$ cat src/rtl/dram_arb_pkg.sv
// Shared types for the DRAM port arbiter.
// FSM states, owner tags and the instruction-fetch read control code.
package dram_arb_pkg;

    typedef enum logic [1:0] {
        IDLE     = 2'd0,
        BUSY_IF  = 2'd1,
        BUSY_MEM = 2'd2,
        RESP     = 2'd3
    } arb_state_t;

    typedef enum logic {
        OWN_IF  = 1'b0,
        OWN_MEM = 1'b1
    } arb_owner_t;

    localparam logic [2:0] IF_RD_CTRL = 3'b101;

endpackage

$ cat src/rtl/dram_arb_priority.sv
// Grant decision for the shared DRAM port.
// MEM wins ties unless IF has lost too many arbitrations in a row.
module dram_arb_priority (
    input  logic i_if_req,
    input  logic i_mem_req,
    input  logic i_starved,
    output logic o_grant_if,
    output logic o_grant_mem
);

    // IF wins alone, or on a tie once it has been starved long enough
    always_comb begin
        o_grant_if  = i_if_req && (!i_mem_req || i_starved);
        o_grant_mem = i_mem_req && !(i_if_req && i_starved);
    end

endmodule

$ cat src/rtl/dram_port_arbiter.sv
// Two-requester (IF / MEM) arbiter for the single DRAM port.
// One outstanding access; registered request, ack wait, one-cycle response.
module dram_port_arbiter
    import dram_arb_pkg::*;
#(
    parameter int STARVE_LIMIT = 4,
    parameter int TIMEOUT_CYC  = 255
) (
    input  logic        clk,
    input  logic        reset,
    input  logic        if_req,
    input  logic [63:0] if_addr,
    input  logic [2:0]  if_rd_ctrl,
    output logic [63:0] if_rdata,
    output logic        if_valid,
    input  logic        mem_req,
    input  logic        mem_we,
    input  logic [63:0] mem_addr,
    input  logic [2:0]  mem_rd_ctrl,
    input  logic [1:0]  mem_wr_ctrl,
    input  logic [63:0] mem_wdata,
    output logic [63:0] mem_rdata,
    output logic        mem_valid,
    output logic        dram_req,
    output logic        dram_we,
    output logic [63:0] dram_addr,
    output logic [2:0]  dram_rd_ctrl,
    output logic [1:0]  dram_wr_ctrl,
    output logic [63:0] dram_wdata,
    input  logic [63:0] dram_rdata,
    input  logic        dram_ack,
    output logic        stall_if,
    output logic        stall_mem,
    output logic        bus_err
);

    localparam int SW = (STARVE_LIMIT < 1) ? 1 : $clog2(STARVE_LIMIT + 1);
    localparam int TW = (TIMEOUT_CYC < 2) ? 1 : $clog2(TIMEOUT_CYC + 1);

    arb_state_t  r_state;
    arb_state_t  w_next;
    arb_owner_t  w_owner;
    logic [SW-1:0] r_starve;
    logic [TW-1:0] r_tcnt;

    logic        r_dram_req;
    logic        r_dram_we;
    logic [63:0] r_dram_addr;
    logic [2:0]  r_dram_rd_ctrl;
    logic [1:0]  r_dram_wr_ctrl;
    logic [63:0] r_dram_wdata;
    logic [63:0] r_if_rdata;
    logic [63:0] r_mem_rdata;
    logic        r_if_valid;
    logic        r_mem_valid;
    logic        r_bus_err;

    logic w_starved;
    logic w_gnt_if;
    logic w_gnt_mem;
    logic w_take_if;
    logic w_take_mem;
    logic w_done;
    logic w_abort;
    logic w_busy;
    logic w_to_hit;

    assign w_starved = (r_starve == SW'(STARVE_LIMIT));
    assign w_busy    = (r_state == BUSY_IF) || (r_state == BUSY_MEM);
    assign w_to_hit  = (r_tcnt == TW'(TIMEOUT_CYC - 1));
    assign w_owner   = (r_state == BUSY_IF) ? OWN_IF : OWN_MEM;

    dram_arb_priority u_prio (
        .i_if_req    (if_req),
        .i_mem_req   (mem_req),
        .i_starved   (w_starved),
        .o_grant_if  (w_gnt_if),
        .o_grant_mem (w_gnt_mem)
    );

    // State register
    always_ff @(posedge clk) begin
        if (reset) r_state <= IDLE;
        else       r_state <= w_next;
    end

    // Next state plus grant / completion strobes
    always_comb begin
        w_next     = r_state;
        w_take_if  = 1'b0;
        w_take_mem = 1'b0;
        w_done     = 1'b0;
        w_abort    = 1'b0;
        unique case (r_state)
            IDLE: begin
                if (w_gnt_mem) begin
                    w_take_mem = 1'b1;
                    w_next     = BUSY_MEM;
                end else if (w_gnt_if) begin
                    w_take_if = 1'b1;
                    w_next    = BUSY_IF;
                end
            end
            BUSY_IF, BUSY_MEM: begin
                if (dram_ack) begin
                    w_done = 1'b1;
                    w_next = RESP;
                end else if (w_to_hit) begin
                    w_abort = 1'b1;
                    w_next  = RESP;
                end
            end
            RESP:    w_next = IDLE;
            default: w_next = IDLE;
        endcase
    end

    // Starvation and BUSY timeout counters
    always_ff @(posedge clk) begin
        if (reset) begin
            r_starve <= '0;
            r_tcnt   <= '0;
        end else begin
            if (w_take_if)
                r_starve <= '0;
            else if (w_take_mem && if_req)
                r_starve <= r_starve + SW'(1);
            r_tcnt <= w_busy ? r_tcnt + TW'(1) : '0;
        end
    end

    // DRAM port registers, response capture and completion pulses
    always_ff @(posedge clk) begin
        if (reset) begin
            r_dram_req     <= 1'b0;
            r_dram_we      <= 1'b0;
            r_dram_addr    <= '0;
            r_dram_rd_ctrl <= '0;
            r_dram_wr_ctrl <= '0;
            r_dram_wdata   <= '0;
            r_if_rdata     <= '0;
            r_mem_rdata    <= '0;
            r_if_valid     <= 1'b0;
            r_mem_valid    <= 1'b0;
            r_bus_err      <= 1'b0;
        end else begin
            r_if_valid  <= 1'b0;
            r_mem_valid <= 1'b0;
            r_bus_err   <= 1'b0;
            if (w_take_mem) begin
                r_dram_req     <= 1'b1;
                r_dram_we      <= mem_we;
                r_dram_addr    <= mem_addr;
                r_dram_rd_ctrl <= mem_rd_ctrl;
                r_dram_wr_ctrl <= mem_wr_ctrl;
                r_dram_wdata   <= mem_wdata;
            end
            if (w_take_if) begin
                r_dram_req     <= 1'b1;
                r_dram_we      <= 1'b0;
                r_dram_addr    <= if_addr;
                r_dram_rd_ctrl <= if_rd_ctrl;
                r_dram_wr_ctrl <= '0;
                r_dram_wdata   <= '0;
            end
            if (w_done || w_abort) begin
                r_dram_req <= 1'b0;
                r_bus_err  <= w_abort;
                if (w_owner == OWN_IF) begin
                    r_if_valid <= 1'b1;
                    r_if_rdata <= w_abort ? 64'd0 : dram_rdata;
                end else begin
                    r_mem_valid <= 1'b1;
                    r_mem_rdata <= w_abort ? 64'd0 : dram_rdata;
                end
            end
        end
    end

    assign dram_req     = r_dram_req;
    assign dram_we      = r_dram_we;
    assign dram_addr    = r_dram_addr;
    assign dram_rd_ctrl = r_dram_rd_ctrl;
    assign dram_wr_ctrl = r_dram_wr_ctrl;
    assign dram_wdata   = r_dram_wdata;
    assign if_rdata     = r_if_rdata;
    assign if_valid     = r_if_valid;
    assign mem_rdata    = r_mem_rdata;
    assign mem_valid    = r_mem_valid;
    assign bus_err      = r_bus_err;
    assign stall_if     = if_req && !r_if_valid;
    assign stall_mem    = mem_req && !r_mem_valid;

endmodule

$ cat config.mk
export PLATFORM = sky130hd
export DESIGN_NAME = dram_port_arbiter
export DESIGN_NICKNAME = d
export VERILOG_FILES = /design/src/rtl/dram_arb_pkg.sv /design/src/rtl/dram_arb_priority.sv /design/src/rtl/dram_port_arbiter.sv
export SDC_FILE = /design/constraint.sdc
export NUM_CORES = 1
export LEC_CHECK = 0
export CAP_MARGIN = 0
export CORE_MARGIN = 2
export CORE_UTILIZATION = 25
export DETAILED_ROUTE_END_ITERATION = 7
export HOLD_SLACK_MARGIN = 0.06
export PLACE_DENSITY = 0.65
export SYNTH_ARGS = -nofsm -noshare
export SYNTH_HDL_FRONTEND = slang
export SYNTH_SLANG_ARGS = --single-unit
$ cat constraint.sdc
create_clock -name clk -period 1.85 [get_ports clk]
set_input_delay 0.2775 -clock clk [delete_from_list [all_inputs] [get_ports clk]]
set_output_delay 0.2775 -clock clk [all_outputs]
set_load 0.01 [all_outputs]
==> impl_results.md <==
* Mapped Area at approximately 11000 sq um
* CP Launch Type: register
* DRT iter0 DRCs at 600
* CTS tree: yes
* DIE AREA at between 40000 and 50000 sq um
* CTS H-tree lvls at 2
* Filler Cell Count at 4119
* Crit path max fanout at 2
* Gpl congestion at between 0.7 and 0.8
* Fin worst setup slack at approximately 0.071 ns
* Min-delay src: reset
* Root Driver: clkbuf_16
* Critical path capture point type: output pin
* Synth top area cells: dfxtp_1 52%, a32o_1 12%, nand2_1 9.5%
* Worst Hold Path EP: r_state[1]$_SDFFE_PP0P_
* Top-count cell post-synth: dfxtp_1
* Placed cell area at approximately 17000 sq um
* Largest net degree at the start of global routing at roughly 130
* Area of the multi-input gates at about 4500 sq um
* Status: finished, final reports clean
* Die Ht at 212 um
* Clk Latency, worst-skew pair at between 0.5 and 0.6 ns
* Area Growth Syn to Fin at 68.7%
* VDD IR max at about 0.00055 V
* Fin. max-slew vios at 0
* Syn nets at between 1000 and 1500
* Num CTS Buffers at 35
* Setup CP Type: reg2out
* Max incr delay on CP at roughly 0.57 ns
* FF-to-FF Start: r_tcnt[0]$_SDFF_PP0_
* Number of synthesized flops with an enable pin at 0
* Clock tree sinks at 279
* Layout Skew at approximately 0.013 ns
* Layout cell share with drive strength beyond 1 at 0.135
* Hold Path Cell Cnt at 4
* Global Route met2 Usage at 0.277
* DP HPWL at ~27 mm
* Min-delay worst type: in2reg
* Crit-path leading delay family: buffers and inverters
* Hold_ws at roughly 0.16 ns
* Synth Area per Inst at between 10 and 15 sq um
* Vias in the first global route at approximately 10000
* Yosys top cell area share at 0.518
* Seq cells post-synth at between 200 and 300
* M3 GR Usage at 0.0659
* Final wirelength at roughly 39 mm
* Unique cell type count in the Yosys netlist at 43
* Sequential share of the synthesized area at 0.518
* Synth warn at 0
* Total number of vias at ~10000
* Util after Layout at 0.425
* Max Fclk at between 500 and 600 MHz
* Post-detailed-route DRC marker count at 0
* Final setup vio count at 0
* Static Leak at about 6.4 nW
* Initial antenna violation count at 3
* RSZ-0062 raised after global routing: no
* Num ports at approximately 540
* Fin area at about 18000 sq um
* Post-layout min period at 1.78 ns
* # nets final at 1879
* Row count at between 70 and 80
* Initial core utilization at 0.252
* Slew HR at 0.564
* First-pass GRT wire length at approximately 57 mm
* Longest Clk Path Bufs at 3
* Post-synth top area cell: dfxtp_1
* P per Cell Area at between 1000 and 1500 nW/um^2
* Worst EP arrival at 1.50 ns
* CORE AREA at approximately 43000 sq um
* Vias per inst at 4.76
* GRT overflow at 0
* Gate count of the mapped netlist at 1060
* Buffers & Inverters on Critical Path at 1
* Async SR Flop Fraction at 0
* Die width at 212 um
* Reg area at 5590 sq um
* DR pass1 iterations at 5
* Synth Flop Type: dfxtp_1
* Fin crit share at 0.961
* Reg2Reg Depth at 7
* Crit path cell chain: clkdlybuf4s50_1
* Max cap viols at 0
* Total GRT Usage at 0.161
* Critical path required time at roughly 1.6 ns
* Antenna Violating Nets Remaining at 0
* Routed wire length per instance at approximately 18 um
* PortBufs at approximately 540
* Dpl ws at -0.238 ns
* Worst reg2reg setup slack at around 0.090 ns
* Synth top cells by count: 279 x dfxtp_1, 273 x nand2_1, 128 x a32o_1
* Final Hold Viols at 0
* Most crowded layer after global routing: met2
* Antenna Cells at 0
* Clock-pin slew on the worst setup and hold paths at roughly 0.06 ns
* FF-to-FF End: mem_rdata[2]$_SDFFE_PP0P_
* Slowest cell on the critical path: clkdlybuf4s50_1
* Worst-Margin Slew at about 0.65 ns
* GR Util met1 at 0.181
registers in the layout, indices dropped and copies added (netlist names):
name	cells
mem_valid	1
bus_err	1
if_valid	1
dram_addr	64
if_rdata	64
r_tcnt	8
dram_wr_ctrl	2
r_state	2
r_starve	3
dram_rd_ctrl	3
dram_wdata	64
dram_we	1
mem_rdata	64
dram_req	1
area by class of cell:
type / instances / area share
Inverter: 6 / 0.00124
Multi-Input combinational cell: 672 / 0.248
Timing Repair Buffer: 608 / 0.345
Tap cell: 546 / 0.0375
Clock inverter: 8 / 0.00488
Clock buffer: 53 / 0.0569
Sequential cell: 279 / 0.307
timing repair:
item,CTS,global route
gates cloned,0,3
endpoints found under the setup margin,6,65
setup buffers,0,2
hold buffers,1,0
pin swaps,0,3
endpoints found under the hold margin,1,0
gates resized for setup,6,5
power by group:
group | total (W) | leakage [nW] | internal (W) | switching [W]
sequential | 0.00785 | 2.28 | 0.00722 | 0.000636
clock | 0.00661 | 0.544 | 0.00401 | 0.00260
combinational | 0.00859 | 3.63 | 0.00451 | 0.00408
worst min-delay path: stages:
cell	delay, ns
buf_4	0.18
nor2_1	0.05
o21ai_0	0.06
o41ai_1	0.07
cell families (layout without fill, tap and decap cells):
family,after synthesis,in the layout,synth area share
flip-flops,279,279,0.518
XOR/XNOR,5,5,0.00406
AO/OA/AOI/OAI,282,282,0.262
AND/OR/NAND/NOR,378,378,0.140
buffers and inverters,109,675,0.0681
adder cells (fa/ha/maj),7,7,0.00812
metrics by stage:
step	setup TNS (ns)	instances	power, W
final	0	2172	0.0231
after global routing	0	2172	0.0243
after CTS	0	2167	0.0232
after detailed placement	-13.19	2105	0.0164
after global placement	-11.43	2105	0.0163
after floorplan	0	1060	0.0119
per-layer routing:
layer	up-vias	share of wire	wire, um
li1	4916	-	-
met4	2	0.025	962
met1	4914	0.39	15300
met2	436	0.48	18600
met5	-	0.00028	11
met3	67	0.098	3810
worst max-delay path by stage:
stage	from	end	depth (start not counted)
2_1_floorplan	r_state[0]$_SDFFE_PP0P_	dram_wdata[35]$_SDFFE_PP0P_	10
3_3_place_gp	if_req	stall_if	4
3_5_place_dp	if_req	stall_if	4
4_1_cts	mem_rdata[45]$_SDFFE_PP0P_	mem_rdata[45]	1
5_1_grt	mem_rdata[45]$_SDFFE_PP0P_	mem_rdata[45]	1
6_report	mem_rdata[45]$_SDFFE_PP0P_	mem_rdata[45]	1
layout by cell type (no fill, tap or decap), types with 2 or more instances in the layout:
cell type	count
clkdlybuf4s50_1	530
dfxtp_1	278
nand2_1	273
a32o_1	128
nor2_1	77
a311oi_2	60
a21oi_1	53
buf_4	42
clkbuf_16	39
buf_12	25
a21oi_2	20
clkbuf_1	10
a311oi_1	7
clkbuf_8	7
inv_1	6
o21ai_0	5
ha_1	5
dlygate4sd2_1	5
nor2b_1	4
nand3_1	4
xor2_1	3
or3_1	3
and3_4	2
nor2_4	2
a31oi_4	2
nor3b_1	2
xnor2_1	2
nor3_1	2
clkinv_2	2
inv_6	2
clkinvlp_4	2
buf_6	2
(Power assumes the default switching activity.)
